[config.mk]
export PLATFORM = sky130hd
export DESIGN_NAME = load_store_unit
export DESIGN_NICKNAME = d
export VERILOG_FILES = /design/src/rtl/lsu_pkg.sv /design/src/rtl/lsu_align.sv /design/src/rtl/load_store_unit.sv
export SDC_FILE = /design/constraint.sdc
export NUM_CORES = 1
export LEC_CHECK = 0
export BUFFER_PORTS_ARGS = -buffer_cell sky130_fd_sc_hd__buf_4
export CAP_MARGIN = 15
export CELL_PAD_IN_SITES_DETAIL_PLACEMENT = 1
export CELL_PAD_IN_SITES_GLOBAL_PLACEMENT = 1
export CORE_AREA = 3 3 155 157
export DETAILED_ROUTE_END_ITERATION = 10
export DIE_AREA = 0 0 158 160
export GPL_TIMING_DRIVEN = 0
export PLACE_DENSITY = 0.91
export SETUP_SLACK_MARGIN = 0.5
export SYNTH_ARGS = -nofsm -noshare
export SYNTH_HDL_FRONTEND = slang
export SYNTH_SLANG_ARGS = --single-unit
[constraint.sdc]
create_clock -name clk -period 3.8 [get_ports clk]
set_input_delay 0.57 -clock clk [delete_from_list [all_inputs] [get_ports clk]]
set_output_delay 0.57 -clock clk [all_outputs]
set_load 0.05 [all_outputs]
[src/rtl/lsu_pkg.sv]
// lsu_pkg: access-width/state types and byte-lane helpers for the load/store unit
package lsu_pkg;
  typedef enum logic [1:0] {W_BYTE = 2'd0, W_HALF = 2'd1, W_WORD = 2'd2} width_t;
  typedef enum logic [1:0] {IDLE, BEAT0, BEAT1, RESP} lsu_state_t;
  function automatic logic [2:0] byte_count(input logic [1:0] width);
    return (width == W_BYTE) ? 3'd1 : (width == W_HALF) ? 3'd2 : 3'd4;
  endfunction
  function automatic logic [7:0] strobe_mask(input logic [1:0] width, input logic [1:0] off);
    return ((width == W_BYTE) ? 8'h01 : (width == W_HALF) ? 8'h03 : 8'h0f) << off;
  endfunction
endpackage

[src/rtl/lsu_align.sv]
// lsu_align: per-beat write lane placement and split-read merge/shift/mask
module lsu_align
  import lsu_pkg::*;
(
  input  logic [1:0]  width,
  input  logic [1:0]  off,
  input  logic        hi_beat,
  input  logic [31:0] wdata,
  input  logic [31:0] lo_word,
  input  logic [31:0] hi_word,
  output logic [31:0] lane_wdata,
  output logic [3:0]  lane_wstrb,
  output logic [31:0] load_data
);
  logic [7:0]  strb;
  logic [5:0]  sh;
  logic [31:0] mask;
  assign sh         = {1'b0, off, 3'b000};
  assign strb       = strobe_mask(width, off);
  assign mask       = (width == W_BYTE) ? 32'h0000_00ff : (width == W_HALF) ? 32'h0000_ffff : 32'hffff_ffff;
  assign lane_wstrb = hi_beat ? strb[7:4] : strb[3:0];
  assign lane_wdata = hi_beat ? wdata >> (6'd32 - sh) : wdata << sh;
  assign load_data  = ((lo_word >> sh) | (hi_word << (6'd32 - sh))) & mask;
endmodule

[src/rtl/load_store_unit.sv]
// load_store_unit: multi-cycle word-bus load/store stage with misaligned split and per-beat timeout
module load_store_unit
  import lsu_pkg::*;
#(
  parameter int ADDR_W  = 32,
  parameter int TIMEOUT = 255
) (
  input  logic              clk,
  input  logic              rst_n,
  input  logic              req_valid,
  output logic              req_ready,
  input  logic              req_we,
  input  logic [ADDR_W-1:0] req_addr,
  input  logic [31:0]       req_wdata,
  input  logic [1:0]        req_width,
  output logic              stall,
  output logic              rsp_valid,
  output logic [31:0]       rdata,
  output logic              err,
  output logic              bus_valid,
  input  logic              bus_ready,
  output logic              bus_we,
  output logic [ADDR_W-1:0] bus_addr,
  output logic [31:0]       bus_wdata,
  output logic [3:0]        bus_wstrb,
  input  logic [31:0]       bus_rdata
);
  lsu_state_t        state, nxt;
  logic              we_q, err_q, split, tmo;
  logic [ADDR_W-1:0] addr_q;
  logic [31:0]       wdata_q, lo_q, rdata_q, lane_wdata, load_data;
  logic [1:0]        width_q;
  logic [7:0]        cnt;
  logic [3:0]        lane_wstrb;
  assign split     = ({2'b00, addr_q[1:0]} + {1'b0, byte_count(width_q)}) > 4'd4;
  assign tmo       = bus_valid && !bus_ready && cnt == 8'(TIMEOUT - 1);
  assign req_ready = state == IDLE;
  assign bus_valid = state == BEAT0 || state == BEAT1;
  assign rsp_valid = state == RESP;
  assign err       = rsp_valid && err_q;
  assign stall     = req_valid && !rsp_valid;
  assign rdata     = rdata_q;
  assign bus_we    = bus_valid && we_q;
  assign bus_addr  = {addr_q[ADDR_W-1:2], 2'b00} + ((state == BEAT1) ? ADDR_W'(4) : '0);
  assign bus_wstrb = bus_we ? lane_wstrb : 4'b0000;
  assign bus_wdata = bus_we ? lane_wdata : 32'h0;
  lsu_align u_align (
    .width      (width_q),
    .off        (addr_q[1:0]),
    .hi_beat    (state == BEAT1),
    .wdata      (wdata_q),
    .lo_word    ((state == BEAT1) ? lo_q : bus_rdata),
    .hi_word    (bus_rdata),
    .lane_wdata (lane_wdata),
    .lane_wstrb (lane_wstrb),
    .load_data  (load_data)
  );
  always_comb begin
    nxt = state;
    case (state)
      IDLE:    nxt = req_valid ? BEAT0 : IDLE;
      BEAT0:   nxt = bus_ready ? (split ? BEAT1 : RESP) : (tmo ? RESP : BEAT0);
      BEAT1:   nxt = (bus_ready || tmo) ? RESP : BEAT1;
      default: nxt = IDLE;
    endcase
  end
  always_ff @(posedge clk) begin
    if (!rst_n) begin
      state   <= IDLE;
      cnt     <= '0;
      we_q    <= 1'b0;
      addr_q  <= '0;
      wdata_q <= '0;
      width_q <= '0;
      lo_q    <= '0;
      rdata_q <= '0;
      err_q   <= 1'b0;
    end else begin
      state <= nxt;
      cnt   <= (nxt != state) ? '0 : cnt + 8'd1;
      if (state == IDLE && req_valid) begin
        we_q    <= req_we;
        addr_q  <= req_addr;
        wdata_q <= req_wdata;
        width_q <= req_width;
      end
      if (state == BEAT0 && bus_ready) lo_q <= bus_rdata;
      if (nxt == RESP && state != RESP) begin
        err_q   <= tmo;
        rdata_q <= (tmo || we_q) ? 32'h0 : load_data;
      end
    end
  end
endmodule
# [Yosys cells after proc, flatten, opt, wreduce, memory -nomap -nowiden]
# Cells that the tools add are included.
[word_totals] rom_bits=0 memories=0 reg_bits=142 output_inout_bits=106 latchBits=0 ramBits=0 word_cells=65 input_bits=103
[classes] multipliers=0 muxes=19 n_addsub=4 shift=5 eq_ne=8 magnitude_cmp=1 div=0 bitwise_logic=3 reduce_logical=16
[op_table] cell="2-to-1 mux 32 bit" n=6
[op_table] cell="adder 32 x 3 -> 32 bit" n=1
[op_table] cell="bitwise AND 32 bit" n=1
[op_table] cell="OR 32 bit" n=1
[op_table] cell="<< shifter 32 x 5 -> 32 bit" n=1
[op_table] cell="<< shifter 32 x 6 -> 32 bit" n=1
[op_table] cell="right shift 32 x 5 -> 32 bit" n=1
[op_table] cell="right shift 32 x 6 -> 32 bit" n=1
[op_table] cell="2-to-1 mux 4 bit" n=3
[op_table] cell="2-to-1 mux 3 bit" n=3
[op_table] cell="adder 8 x 1 -> 8 bit, second input constant" n=1
[op_table] cell="equality test 8 bit, second input constant" n=1
[op_table] cell="logical AND 1 bit" n=8
[op_table] cell="2-to-1 mux 8 bit" n=1
[op_table] cell="<< shifter 8 x 2 -> 8 bit" n=1
[op_table] cell="equality test 2 bit, second input constant" n=3
[op_table] cell="case mux 2 bit (3 select lines)" n=1
[op_table] cell="subtractor 6 x 5 -> 6 bit, first input constant" n=1
[op_table] cell="adder 2 x 3 -> 4 bit" n=1
[op_table] cell="equality test 2 x 1 -> 1 bit, second input constant" n=2
[op_table] cell="> comparator 4 x 3 -> 1 bit, second input constant" n=1
[op_table] cell="zero test 2 bit" n=2
[op_table] cell="2-to-1 mux 2 bit" n=2
[op_table] cell="logical OR 1 bit" n=3
[op_table] cell="other kinds (6)" n=9

# [Depth between registers and ports, before layout]
[depth] word_depth=10 ltp_mapped=12 ltp_nobuf=9

# [By module]
# Synthesis repeated with hierarchy kept, for this count alone.
[hier_totals] hier_cells=1101 hier_area_um2=9166.3
[modules_own_cells] module="load_store_unit" seq_area_each_um2=2842.7 instances=1 cells_each=804 area_per_inst_um2=6844.1
[modules_own_cells] module="lsu_align" seq_area_each_um2=0.0 instances=1 cells_each=297 area_per_inst_um2=2322.2

# [Worst setup path before layout]
# OpenSTA, ideal clock, no wires.
[synth_timing] path_kind="reg2out" from="register addr_q[0]" to="output bus_wdata[24]" setup_slack_ps=-3 t_arrival_ps=3233 path_stages_with_launch=11 path_buffers=3 path_cell_list="dfxtp_1 > clkinv_1 > buf_1 > clkbuf_1 > ha_1 > buf_2 > nor2_2 > nand3_1 > nor2_1 > nand2_1 > a21oi_1"
[synth_between] elab_chain_cells=4
[synth_rtl] element="from (decl)" line_no="load_store_unit.sv:30" text="logic [ADDR_W-1:0] addr_q;"
[synth_rtl] element="from (signal assigned)" line_no="load_store_unit.sv:83" text="addr_q <= req_addr;"
[synth_rtl] element="subtractor 6 x 5 -> 6 bit" line_no="lsu_align.sv:22" text="assign lane_wdata = hi_beat ? wdata >> (6'd32 - sh) : wdata << sh;"
[synth_rtl] element="right shift 32 x 6 -> 32 bit" line_no="lsu_align.sv:22"
[synth_rtl] element="2-to-1 mux 32 bit *" line_no="lsu_align.sv:22"
[synth_rtl] element="2-to-1 mux 32 bit *" line_no="load_store_unit.sv:46" text="assign bus_wdata = bus_we ? lane_wdata : 32'h0;"
[synth_rtl] element="to (decl)" line_no="load_store_unit.sv:24" text="output logic [31:0] bus_wdata,"
# Mark *: on every way between the ends. The rest lies on a longest branch, timed or not.

# [Worst setup path in the final report]
[layout_timing] from="register state[1]" to="output bus_wstrb[3]"
[layout_between] elab_chain_cells=4
[layout_rtl] element="from (decl)" line_no="load_store_unit.sv:28" text="lsu_state_t state, nxt;"
[layout_rtl] element="from (signal assigned)" line_no="load_store_unit.sv:79" text="state <= nxt;"
[layout_rtl] element="equality test 2 x 1 -> 1 bit or equality test 2 bit (tied branches)" line_no="load_store_unit.sv:38, load_store_unit.sv:50"
[layout_rtl] element="logical OR 1 bit" line_no="load_store_unit.sv:38" text="assign bus_valid = state == BEAT0 || state == BEAT1;"
[layout_rtl] element="logical AND 1 bit" line_no="load_store_unit.sv:43" text="assign bus_we = bus_valid && we_q;"
[layout_rtl] element="2-to-1 mux 4 bit *" line_no="load_store_unit.sv:45" text="assign bus_wstrb = bus_we ? lane_wstrb : 4'b0000;"
[layout_rtl] element="to (decl)" line_no="load_store_unit.sv:25" text="output logic [3:0] bus_wstrb,"
# Marked as above.

==> results.toml <==
[setup_path]
r2r_cells = 10
critPathRequiredTime_ns = 3.23
r2r-start = "width_q[1]"
reg2reg_to = "rdata[27]"
critical_path_class = "reg -> out"
rrSetupSlack_ns = 0.54
cp-end-kind = "output port"
start_kind = "register"
worstPathArrival_ns = 2.76
cp_max_fo = 10

[hold_path]
whs_endpoint = "addr_q[14]"
hold_start = "req_addr[14]"
hold_path.class = "in -> reg"
whs_path_depth = 3

[global_routing]
grt_max_degree = 17
grt_pass1_vias = 10700
grt_pass1_wl_mm = 60.2
antenna_found_initial = 0
grt_usage_pct = 30.7
grt_overflow = 0

[floorplanning]
die_h_um = 160
core_um2 = 22600
die_w_um = 158
ios = 209
die-area_um2 = 25300
initial_core_util_pct = 39.0
rows = 55

[power]
finalPower_mw = 5.08
powerDensity_nw_per_um2 = 417
leakagePower_nw = 4.75
ir_drop_mv = 0.304

[routing]
wl_met1_mm = 15.5
met3_length_mm = 3.43
drt-pass1-iter-count = 5
drc_errors = 0
maxUsedRoutingLayer = "met4"
viasPerCell = 6.11
ant_nets = 0
wl_met2_mm = 20.1
wl_per_cell_um = 24.7
drtIter0Drc = 1042
drt_wl_total_mm = 41.6
dr_total_vias = 10300

[flow_run]
cap_viol_max_count = 0

[timing]
finClkSkew_ns = 0.0115
relSlewSlack_pct = 44.5
hold_viol = 0
fin_hold_ws_ns = 0.374
drv_slew = 0
tns_ns = 0
setup_viol = 0
period_share_pct = 87.7
fmax_ghz = 0.300
rsz0062_at_grt = "no"
finalCriticalPeriod_ns = 3.33
worst_pin_slew_ns = 0.827

[clock_network]
clockRootBuffer = "clkbuf_16"
cts_num_sinks = 142
htreeDepth = 4
numCtsBuffers = 17
clockBufferDepth = 2
clk_latency_ns = 0.45
cts_hold_buf = 0
cts_tree = "built"
path_clk_slew_ns = 0.07

[logic_synthesis]
yosysMostFrequentCell = "nand2_1"
yosysWarnings = 0
synth_edf_count = 0
synthTopCellsByCount = "nand2_1 (336), dfxtp_1 (142), a21oi_1 (129), mux2i_1 (102), clkbuf_1 (49)"
synthTopCellsByArea = "dfxtp_1 (32%), nand2_1 (14%), mux2i_1 (12%)"
yosysSeqAreaShare_pct = 32.2
synth.distinct_cells = 59
synth_area_leader_cell = "dfxtp_1"
avgSynthCellArea_um2 = 7.70
netlist_instances = 1146
synth_compound_area_share_pct = 17.3
async_reset_ff_share_pct = 0
ys.flop_type = "dfxtp_1"
synth-adder-area-share_pct = 1.93
synth.area.mux_share_pct = 17.4
synthXorXnorAreaFrac_pct = 3.47
synth_top_area_share_pct = 32.2
netlist_area_um2 = 8820
synthSimpleGateAreaFrac_pct = 22.3
synth_top_family_by_area = "simple AND/OR/NAND/NOR gates"
ys_ff_latch = 142

[placed_design]
gp_congestion = 0.938
hpwl_mm = 28.0
port_buffers = 204

[finish]
drive_above_1_share_pct = 29.9
syn2layout_area_growth_pct = 38.2
nNetsFinal = 1506
fillers = 2744
num_antenna_cells = 0
final_util_pct = 53.9

[status]
status = "finished clean"
==> worst max-delay path, stage by stage, from the launching register on <==
cell and delay (ns):
dfxtp_4 0.41, inv_1 0.12, ha_2 0.44, nand2_1 0.11
or2_2 0.31, clkbuf_2 0.21, buf_8 0.21, a211oi_4 0.30
buf_6 0.21
==> cell usage in the layout (no fill, tap or decap), types with 11 or more instances in the layout <==
cell type	n
nand2_1	335
buf_4	211
dfxtp_1	138
a21oi_1	121
mux2i_1	97
clkbuf_1	34
o21ai_0	32
nor2_1	29
nand3_1	29
mux2_2	26
xnor2_1	22
clkbuf_16	20
buf_6	20
buf_2	17
nand4_1	15
o22ai_1	14
nor2_4	12
and2_1	11
xor2_1	11
==> layer usage <==
metal / GRT usage (%) / up-vias
met3: 5.31 / 202
li1: - / 4463
met2: 52.1 / 672
met1: 36.5 / 4973
met5: 0 / -
met4: 16.8 / 0
==> worst max-delay path by stage <==
stage	to	depth (start not counted)	start	slack [ns]
2_1_floorplan	bus_wdata[24]	10	addr_q[0]	0.42
3_3_place_gp	bus_wdata[28]	11	addr_q[0]	-0.51
3_5_place_dp	bus_wdata[25]	11	addr_q[0]	-0.51
4_1_cts	bus_wdata[15]	12	addr_q[0]	0.49
5_1_grt	rdata[27]	10	width_q[1]	0.38
6_report	bus_wstrb[3]	8	state[1]	0.47
==> logic make-up (layout without fill, tap and decap cells) <==
kind of cell,Yosys count,in the layout
and+or+nand+nor,466,466
AOI/OAI and AO/OA,248,248
DFF,142,142
muxes,138,138
buffers and inverters,103,359
xor gates and xnor gates,35,35
adders and majority gates,13,13
other,1,2
==> through the flow <==
stage | instance area [um^2] | cells | setup slack, ns
finish | 12200 | 1688 | 0.467
global route | 12200 | 1688 | 0.379
CTS | 11900 | 1680 | 0.494
detailed placement | 10900 | 1636 | -0.513
global placement | 10900 | 1636 | -0.514
floorplan | 9010 | 1147 | 0.416
==> where the power goes <==
part | internal (mW) | switching [mW]
logic | 0.584 | 0.986
clock network | 1.07 | 0.737
registers | 1.58 | 0.124
==> sequential cells by signal (all words and copies together), names as in the netlist <==
register and cells:
cnt 8, addr_q 32, rdata 32, lo_q 32, err_q 1, wdata_q 32
state 2, width_q 2, we_q 1
==> area by class of cell <==
class	instances	area [um^2]	share of cell area, %
well taps	285	357	2.92
plain buffers	90	598	4.90
flip-flops and latches	142	2860	23.4
clock buffers	20	457	3.74
inverters	13	73.8	0.605
repair buffers	224	1770	14.5
multi-input cells	902	5930	48.6
clock inverters	12	160	1.31
==> what timing repair did <==
action / CTS / global route
pin swaps: 15 / 12
setup endpoints to repair: 81 / 47
setup buffers: 12 / 7
gates cloned: 0 / 1
gates resized for setup: 92 / 51
Note: power is estimated with default switching activity, not from simulation.
